===== src/rtl/game_pkg.sv =====
// Shared constants and state encoding for the obstacle game.
// Box sizes here must match the ones the VGA renderer draws.
package game_pkg;

  localparam logic [9:0] SCREEN_W = 10'd640;
  localparam logic [9:0] SCREEN_H = 10'd480;
  localparam logic [9:0] OBS_W    = 10'd30;
  localparam logic [9:0] OBS_H    = 10'd30;
  localparam logic [9:0] PLAYER_W = 10'd30;
  localparam logic [9:0] PLAYER_H = 10'd30;
  localparam logic [9:0] PLAYER_Y = 10'd315;
  localparam logic [9:0] SPEED    = 10'd4;

  typedef enum logic [1:0] {
    ST_IDLE    = 2'b00,
    ST_RUNNING = 2'b01,
    ST_HIT     = 2'b10
  } state_t;

  // Fold an LFSR value into 0..max_x-1 with one subtract;
  // valid because the LFSR never exceeds 2*max_x-1.
  function automatic logic [9:0] spawn_x(
    input logic [9:0]  l,
    input logic [10:0] max_x
  );
    logic [10:0] le;
    le = {1'b0, l};
    if (le >= max_x) begin
      spawn_x = 10'(le - max_x);
    end else begin
      spawn_x = l;
    end
  endfunction

endpackage


===== src/rtl/obstacle_game_ctrl_if.sv =====
// Control/status bundle between the game logic and its users.
// master drives the controls; slave is the game controller.
interface obstacle_game_ctrl_if;

  logic       frame_tick;
  logic       start;
  logic [9:0] player_x;
  logic [9:0] obstacle_x;
  logic [9:0] obstacle_y;
  logic [9:0] obstacle_width;
  logic [9:0] obstacle_height;
  logic [1:0] game_state;
  logic       hit;
  logic [7:0] score;

  modport master (
    output frame_tick, start, player_x,
    input  obstacle_x, obstacle_y,
    input  obstacle_width, obstacle_height,
    input  game_state, hit, score
  );

  modport slave (
    input  frame_tick, start, player_x,
    output obstacle_x, obstacle_y,
    output obstacle_width, obstacle_height,
    output game_state, hit, score
  );

endinterface


===== src/rtl/obstacle_game_ctrl_lfsr.sv =====
// 10-bit Fibonacci LFSR, x^10 + x^7 + 1, maximal length.
// Seeded non-zero on reset so it can never lock up.
module lfsr10 (
  input  logic       clk,
  input  logic       rst,
  output logic [9:0] q
);

  // Shift left every cycle, feedback from taps 10 and 7.
  always_ff @(posedge clk) begin
    if (rst) begin
      q <= 10'h001;
    end else begin
      q <= {q[8:0], q[9] ^ q[6]};
    end
  end

endmodule


===== src/rtl/obstacle_game_ctrl.sv =====
// Falling-obstacle game logic: spawn, per-frame motion,
// player collision and the IDLE/RUNNING/HIT state machine.
module obstacle_game_ctrl
  import game_pkg::*;
#(
  parameter logic [9:0] P_SCREEN_W = SCREEN_W,
  parameter logic [9:0] P_SCREEN_H = SCREEN_H,
  parameter logic [9:0] P_OBS_W    = OBS_W,
  parameter logic [9:0] P_OBS_H    = OBS_H,
  parameter logic [9:0] P_PLAYER_W = PLAYER_W,
  parameter logic [9:0] P_PLAYER_H = PLAYER_H,
  parameter logic [9:0] P_PLAYER_Y = PLAYER_Y,
  parameter logic [9:0] P_SPEED    = SPEED
) (
  input logic                 clk,
  input logic                 rst,
  obstacle_game_ctrl_if.slave g
);

  localparam logic [10:0] MAX_X =
    {1'b0, P_SCREEN_W} - {1'b0, P_OBS_W} + 11'd1;

  logic [9:0]  lfsr_q;
  state_t      st;
  logic [9:0]  ox;
  logic [9:0]  oy;
  logic [7:0]  sc;
  logic        hit_q;

  logic [10:0] ox_e;
  logic [10:0] oy_e;
  logic [10:0] px_e;
  logic [10:0] ny;
  logic        coll;
  logic        wrap;
  logic [9:0]  new_x;

  lfsr10 u_lfsr (
    .clk (clk),
    .rst (rst),
    .q   (lfsr_q)
  );

  assign ox_e  = {1'b0, ox};
  assign oy_e  = {1'b0, oy};
  assign px_e  = {1'b0, g.player_x};
  assign ny    = oy_e + {1'b0, P_SPEED};
  assign wrap  = ny >= {1'b0, P_SCREEN_H};
  assign new_x = spawn_x(lfsr_q, MAX_X);

  // Boxes overlap when they intersect on both axes.
  assign coll =
    (ox_e < px_e + {1'b0, P_PLAYER_W}) &&
    (px_e < ox_e + {1'b0, P_OBS_W}) &&
    (oy_e < {1'b0, P_PLAYER_Y} + {1'b0, P_PLAYER_H}) &&
    ({1'b0, P_PLAYER_Y} < oy_e + {1'b0, P_OBS_H});

  // Game FSM; start beats any tick in the same cycle.
  always_ff @(posedge clk) begin
    if (rst) begin
      st    <= ST_IDLE;
      ox    <= 10'd0;
      oy    <= P_SCREEN_H;
      sc    <= 8'd0;
      hit_q <= 1'b0;
    end else if (g.start) begin
      st    <= ST_RUNNING;
      ox    <= new_x;
      oy    <= 10'd0;
      sc    <= 8'd0;
      hit_q <= 1'b0;
    end else begin
      unique case (st)
        ST_RUNNING: begin
          if (g.frame_tick) begin
            if (coll) begin
              st    <= ST_HIT;
              hit_q <= 1'b1;
            end else if (wrap) begin
              ox <= new_x;
              oy <= 10'd0;
              if (sc != 8'hFF) begin
                sc <= sc + 8'd1;
              end
            end else begin
              oy <= ny[9:0];
            end
          end
        end
        ST_IDLE, ST_HIT: begin
        end
        default: begin
          st    <= ST_IDLE;
          hit_q <= 1'b0;
        end
      endcase
    end
  end

  assign g.obstacle_x      = ox;
  assign g.obstacle_y      = oy;
  assign g.obstacle_width  = P_OBS_W;
  assign g.obstacle_height = P_OBS_H;
  assign g.game_state      = st;
  assign g.hit             = hit_q;
  assign g.score           = sc;

endmodule


===== src/flat_wrapper.sv =====
// flat-port wrapper written by rule: the top's interface ports become plain ports
module obstacle_game_ctrl_flat import game_pkg::*;
#(
  parameter logic [9:0] P_SCREEN_W = SCREEN_W,
  parameter logic [9:0] P_SCREEN_H = SCREEN_H,
  parameter logic [9:0] P_OBS_W    = OBS_W,
  parameter logic [9:0] P_OBS_H    = OBS_H,
  parameter logic [9:0] P_PLAYER_W = PLAYER_W,
  parameter logic [9:0] P_PLAYER_H = PLAYER_H,
  parameter logic [9:0] P_PLAYER_Y = PLAYER_Y,
  parameter logic [9:0] P_SPEED    = SPEED
)
  (clk, rst, g_frame_tick, g_start, g_player_x, g_obstacle_x, g_obstacle_y, g_obstacle_width, g_obstacle_height, g_game_state, g_hit, g_score);
  obstacle_game_ctrl_if g_i ();
  input logic clk;
  input logic rst;
  input wire logic [$bits(g_i.frame_tick)-1:0] g_frame_tick;
  input wire logic [$bits(g_i.start)-1:0] g_start;
  input wire logic [$bits(g_i.player_x)-1:0] g_player_x;
  output wire logic [$bits(g_i.obstacle_x)-1:0] g_obstacle_x;
  output wire logic [$bits(g_i.obstacle_y)-1:0] g_obstacle_y;
  output wire logic [$bits(g_i.obstacle_width)-1:0] g_obstacle_width;
  output wire logic [$bits(g_i.obstacle_height)-1:0] g_obstacle_height;
  output wire logic [$bits(g_i.game_state)-1:0] g_game_state;
  output wire logic [$bits(g_i.hit)-1:0] g_hit;
  output wire logic [$bits(g_i.score)-1:0] g_score;
  assign g_i.frame_tick = g_frame_tick;
  assign g_i.start = g_start;
  assign g_i.player_x = g_player_x;
  assign g_obstacle_x = g_i.obstacle_x;
  assign g_obstacle_y = g_i.obstacle_y;
  assign g_obstacle_width = g_i.obstacle_width;
  assign g_obstacle_height = g_i.obstacle_height;
  assign g_game_state = g_i.game_state;
  assign g_hit = g_i.hit;
  assign g_score = g_i.score;
  obstacle_game_ctrl #(.P_SCREEN_W(P_SCREEN_W), .P_SCREEN_H(P_SCREEN_H), .P_OBS_W(P_OBS_W), .P_OBS_H(P_OBS_H), .P_PLAYER_W(P_PLAYER_W), .P_PLAYER_H(P_PLAYER_H), .P_PLAYER_Y(P_PLAYER_Y), .P_SPEED(P_SPEED)) u_core (.clk(clk), .rst(rst), .g(g_i));
endmodule

===== config.mk =====
export PLATFORM = sky130hd
export DESIGN_NAME = obstacle_game_ctrl_flat
export DESIGN_NICKNAME = d
export VERILOG_FILES = /design/src/rtl/game_pkg.sv /design/src/rtl/obstacle_game_ctrl_if.sv /design/src/rtl/obstacle_game_ctrl_lfsr.sv /design/src/rtl/obstacle_game_ctrl.sv /design/src/flat_wrapper.sv
export SDC_FILE = /design/constraint.sdc
export NUM_CORES = 1
export LEC_CHECK = 0
export BUFFER_PORTS_ARGS = -buffer_cell sky130_fd_sc_hd__buf_2
export CAP_MARGIN = 10
export CORE_UTILIZATION = 45
export DETAILED_ROUTE_END_ITERATION = 8
export MAX_ROUTING_LAYER = met4
export PLACE_DENSITY = 0.68
export SYNTH_ARGS = -nofsm -noshare
export SYNTH_HDL_FRONTEND = slang
export SYNTH_HIERARCHICAL = 1
export SYNTH_SLANG_ARGS = --single-unit

===== constraint.sdc =====
create_clock -name clk -period 3.7 [get_ports clk]
set_input_delay 0.74 -clock clk [delete_from_list [all_inputs] [get_ports clk]]
set_output_delay 0.74 -clock clk [all_outputs]
set_load 0.01 [all_outputs]

==> results of run 1 <==
state kept, by name (all words and copies together) (netlist names):
register	count
u_core/g.obstacle_x	10
u_core/g.obstacle_y	10
u_core/u_lfsr/q	10
u_core/g.score	8
u_core/g.game_state	2
per-layer routing:
metal,vias to the layer above,global-route usage
li1,1296,-
met3,7,0.0231
met2,75,0.298
met4,0,0.0719
met5,-,-
met1,1146,0.272
how the worst min path moves through the flow:
stage | end | slack (ns) | depth (start not counted) | start
floorplan | u_core/u_lfsr/q[9] | 0.47 | 1 | u_core/u_lfsr/q[8]
global route | u_core/u_lfsr/q[9] | 0.52 | 1 | u_core/u_lfsr/q[8]
CTS | u_core/u_lfsr/q[2] | 0.51 | 1 | u_core/u_lfsr/q[1]
detailed placement | u_core/u_lfsr/q[9] | 0.49 | 1 | u_core/u_lfsr/q[8]
global placement | u_core/u_lfsr/q[9] | 0.49 | 1 | u_core/u_lfsr/q[8]
finish | u_core/u_lfsr/q[2] | 0.50 | 1 | u_core/u_lfsr/q[1]
per-stage QoR:
step	util	setup slack [ns]	hold WS, ns	std cells
6_report	0.523	0.378	0.503	466
5_1_grt	0.523	0.0832	0.521	466
4_1_cts	0.523	0.428	0.507	466
3_5_place_dp	0.508	0.266	0.489	458
3_3_place_gp	0.508	0.395	0.488	458
2_1_floorplan	-	0.727	0.471	373
cell type report:
class                   count  area, µm²  share of cell area
clock buffers               8       90.1              0.0284
inverters                  12       45.0              0.0142
well taps                  75       93.8              0.0296
flip-flops and latches     40        801               0.253
multi-input cells         286       1910               0.603
repair buffers             45        228              0.0719
logic make-up (layout without fill, tap and decap cells):
group           Yosys count  in the layout  share of synthesized area
simple gates            126            126                      0.224
flops                    40             40                      0.275
fa+ha+maj                26             26                      0.112
mux                       3              3                     0.0103
other cells               2             20                    0.00258
buf+inv                  47             65                     0.0904
compound gates           82             82                      0.198
xor+xnor                 29             29                     0.0873
placed cells by master (no fill, tap or decap), drive strengths merged, types with 11 or more instances in the layout:
cell	n
nand3	11
o21ai	20
buf	45
xnor2	11
dfxtp	40
nor2b	16
nor2	31
xor2	18
inv	12
nand2	25
conb	20
ha	26
a21oi	18
where the power goes:
part	leakage, nW	total [mW]	internal (mW)	switching, mW
combinational	1.00	0.184	0.0764	0.107
sequential	0.327	0.469	0.443	0.0257
clock	0.0455	0.290	0.152	0.139
total	1.37	0.943	0.672	0.272
==> reports/results.txt, run 1 <==
Root buffer cell = clkbuf_8
Leakage = 1.37 nW
Layout cell share with drive strength beyond 1 = 0.153
Clock Latency Late Sink = 0.29 ns
Async S/R FF share, synth = 0
Critical path startpoint = u_core/g.obstacle_x[3]
Clock skew = 0.00372 ns
Final Cell Area = 3170 µm²
Setup crit end kind = register
Die area = 6790 µm²
P per Cell Area = 298 nW/µm²
Status = finished, final reports clean
WL met3 = 297 µm
Die X-Extent = 82.4 µm
Max-Cap Viols = 0
Max VDD drop = 183 µV
H-tree depth = 2
Worst Setup Start Kind = register
Total global-route track usage = 0.198
Setup Buffers After CTS = 0
Metal2 WL = 2700 µm
Tot Pwr = 0.943 mW
Setup CP Type = register to register
Hpwl dp = 4610 µm
Synth Area per Inst = 8.19 µm²
Final Critical Period = 3.32 ns
Wl on met1 = 3050 µm
Register area share after synthesis = 0.275
Via-per-instance ratio = 5.42
Critical path destination = u_core/g.game_state[0]
CP cell instances = o41ai_2, nor2_1, xnor2_1, ha_1, a21o_1, a21oi_1, o21ai_0, a2111oi_0, nand4_1, o21ai_0, a21oi_1
Crit path max fanout = 7
Most frequent cell after synthesis = dfxtp_1
Synth area leaders = dfxtp_1 (28%), ha_1 (11%), buf_4 (5.4%), xor2_1 (5.4%), nor2_1 (4.0%)
Final WL = 6120 µm
Final ANT Viol Nets = 0
Mapped Area = 2910 µm²
Overflow after GRT = 0
Ports = 65
TritonCTS Buffers = 5
FILL cells = 601
Slowest stage cell on the critical path = o41ai_2
Slew margin rel. = 0.595
WP data arrival = 3.48 ns
RR Endpoint = u_core/g.game_state[0]
Number of synthesized flops with an enable pin = 0
Post-DP Area = 3080 µm²
Final hold vios = 0
Nets = 430
Remaining DRCs = 0
Setup TNS = 0 ns
Final setup fails = 0
Routed len/inst = 13.1 µm
Fmax = 0.301 GHz
CP Buf/Inv Count = 0
Final number of max-transition violations = 0
Hold_buf cts = 0
CTS resizes = 0
# port buffers = 44
Critical path's largest stage delay = 0.64 ns
Initial DRC count = 100
CP top delay family = compound AO/OA/AOI/OAI gates
Biggest area consumer among synthesized cells = dfxtp_1
Final Cycle Share = 0.898
Slew @ Worst Pin = 0.592 ns
Vias in the first global route = 2232
Initial antenna violation count = 0
#FFs+latches synth = 40
Share of the synthesized area in the top cell type = 0.275
Placer congestion estimate = 0.844
Synth Flop Type = dfxtp_1
Yosys warnings = 6
Chip height = 82.4 µm
Post-Syn Instances = 355
Synthesis-to-finish area growth = 8.99%
Number of cells on the critical path = 11
Drt pass-1 iters = 7
Hold Path Class = register to register
Netlist cell types = 51
Uppermost layer routed = met4
DR vias = 2524
Top post-synthesis cells by count = dfxtp_1 (40), nor2_1 (31), ha_1 (26)
R2R Setup Slk = 0.38 ns
Global-route wire length before repair = 10100 µm
Row count = 28
Core area = 6060 µm²
Clock buffer depth = 2
Largest net degree at the start of global routing = 31
Ant diodes = 0
Clock sink total = 40
Starting Density = 0.480
Register-to-Register Path Depth = 11
CTS clock-pin slew for the worst setup and hold paths = 0.07 ns
Reg-to-Reg Start = u_core/g.obstacle_x[3]
CTS tree = built
RSZ-0062 raised after global routing = false
Worst Path Required = 3.86 ns
(Power assumes the default switching activity.)
==> run 2, diff against run 1 <==
- RECOVER_POWER: not set -> 25
==> run 2 against run 1 <==
Net effect: clock-buffer cell count unchanged; sequential share of layout area increased by 0.070 points; core utilization shrank 0.14 points; routed wire length is 0.21% higher; non-clock buffer count is the same; critical endpoint unchanged; sequential power about the same; highest routed layer unchanged; first-iteration DRC count increased by 11%; maximum frequency up 0.60%; die area did not move; power barely moved.
==> reports/results.txt, run 2 (synthesis gave the netlist of run 1 again) <==
CTS tree = built
Via-per-instance ratio = 5.43 (+0.32%)
Final ANT Viol Nets = 0 (unchanged)
Ports = 65 (unchanged)
Root buffer cell = clkbuf_8
Area taken by multi-input logic gates = 1910 µm² (unchanged)
Vias in the first global route = 2232 (unchanged)
Overflow after GRT = 0 (unchanged)
Largest net degree at the start of global routing = 31 (unchanged)
Starting Density = 0.480 (unchanged)
Leakage = 1.34 nW (-2.2%)
TritonCTS Buffers = 5 (unchanged)
Chip height = 82.4 µm (unchanged)
Slew @ Worst Pin = 0.592 ns (-0.000644 ns)
Initial antenna violation count = 0 (unchanged)
Crit path max fanout = 7 (unchanged)
P per Cell Area = 299 nW/µm² (+0.38%)
Final Critical Period = 3.30 ns (-0.0197 ns)
Clock sink total = 40 (unchanged)
Status = finished, final reports clean
Most frequent cells in the layout = dfxtp_1 (40), buf_2 (37), nor2_1 (31)
Die X-Extent = 82.4 µm (unchanged)
Setup Buffers After CTS = 0 (unchanged)
Hpwl dp = 4610 µm (unchanged)
Worst Path Required = 3.86 ns (about the same)
DR vias = 2532 (+0.32%)
Clock buffer depth = 2 (unchanged)
Final Cycle Share = 0.893 (-0.00532)
Nets = 430 (unchanged)
Final setup fails = 0 (unchanged)
Placer congestion estimate = 0.844 (unchanged)
Global-route wire length before repair = 10100 µm (unchanged)
Initial DRC count = 111 (+11%)
RSZ-0062 raised after global routing = false
Final WL = 6130 µm (+0.21%)
Fmax = 0.303 GHz (+0.60%)
Max VDD drop = 183 µV (about the same)
Setup crit end kind = register
Hold Path Class = register to register
Clock Latency Late Sink = 0.29 ns (about the same)
CTS clock-pin slew for the worst setup and hold paths = 0.07 ns (about the same)
Row count = 28 (unchanged)
Worst Slack Setup Final = 0.397 ns (+0.0197 ns)
WP data arrival = 3.46 ns (-0.02 ns)
Routed len/inst = 13.2 µm (+0.21%)
Worst Setup Start Kind = register
Register area = 801 µm² (unchanged)
Total global-route track usage = 0.198 (unchanged)
Final number of max-transition violations = 0 (unchanged)
CTS resizes = 0 (unchanged)
Synthesis-to-finish area growth = 8.69%
FILL cells = 603 (+0.33%)
WHS Path Cells = 1 (unchanged)
Pre-CTS WS = 0.266 ns (unchanged)
Register-to-Register Path Depth = 11 (unchanged)
Slew margin rel. = 0.595 (about the same)
Clock skew = 0.00400 ns (+0.000273 ns)
H-tree depth = 2 (unchanged)
Die area = 6790 µm² (unchanged)
Remaining DRCs = 0 (unchanged)
Hold_buf cts = 0 (unchanged)
Ant diodes = 0 (unchanged)
Layout cell share with drive strength beyond 1 = 0.136 (-0.0179)
Final hold vios = 0 (unchanged)
Setup CP Type = register to register
Setup TNS = 0 ns (unchanged)
# port buffers = 44 (unchanged)
Core area = 6060 µm² (unchanged)
Drt pass-1 iters = 4 (-3)
Commonest non-fill, non-tap cell in the layout = dfxtp_1
Max-Cap Viols = 0 (unchanged)
==> run 2: per-stage QoR <==
step | hold WS, ns | instances | power [mW] | util | area (µm²)
final | 0.503 | 466 | 0.944 | 0.521 | 3160
after global routing | 0.521 | 466 | 0.996 | 0.521 | 3160
after CTS | 0.507 | 466 | 0.950 | 0.523 | 3170
after detailed placement | 0.489 | 458 | 0.661 | 0.508 | 3080
after global placement | 0.488 | 458 | 0.658 | 0.508 | 3080
after floorplan | 0.471 | 373 | 0.622 | - | 2980
==> run 2: critical path: stages, from the launching register on <==
cell       delay [ns]
dfxtp_1          0.39
o41ai_2          0.65
nor2_1           0.11
xnor2_1          0.15
ha_1             0.30
a21o_1           0.16
a21oi_1          0.12
o21ai_0          0.10
a2111oi_0        0.54
nand4_1          0.33
o21ai_0          0.24
a21oi_1          0.08
==> run 2: worst paths after layout <==
check,startpoint,to,slack (ns)
hold reg to reg,u_core/u_lfsr/q[1],u_core/u_lfsr/q[2],0.50
hold / removal,u_core/u_lfsr/q[1],u_core/u_lfsr/q[2],0.50
setup / recovery,u_core/g.obstacle_x[3],u_core/g.game_state[0],0.40
setup reg to reg,u_core/g.obstacle_x[3],u_core/g.game_state[0],0.40
==> run 2: area by class of cell <==
class,count,area share
multi-input combinational,286,0.605
sequential,40,0.253
timing repair buffer,45,0.0693
tap,75,0.0297
clock buffer,8,0.0285
inverter,12,0.0143
==> run 2: where the power goes <==
part / switching (mW) / leakage, nW / internal, mW
clock network: 0.140 / 0.0455 / 0.152
registers: 0.0257 / 0.327 / 0.443
logic: 0.108 / 0.973 / 0.0761
total: 0.273 / 1.34 / 0.671
==> run 2: metal layers <==
| metal | vias to the layer above | wire (µm) | track usage |
|---|---|---|---|
| li1 | 1296 | - | - |
| met1 | 1159 | 3060 | 0.272 |
| met2 | 70 | 2740 | 0.298 |
| met3 | 7 | 256 | 0.0231 |
| met4 | 0 | 76 | 0.0719 |
| met5 | - | 0 | - |
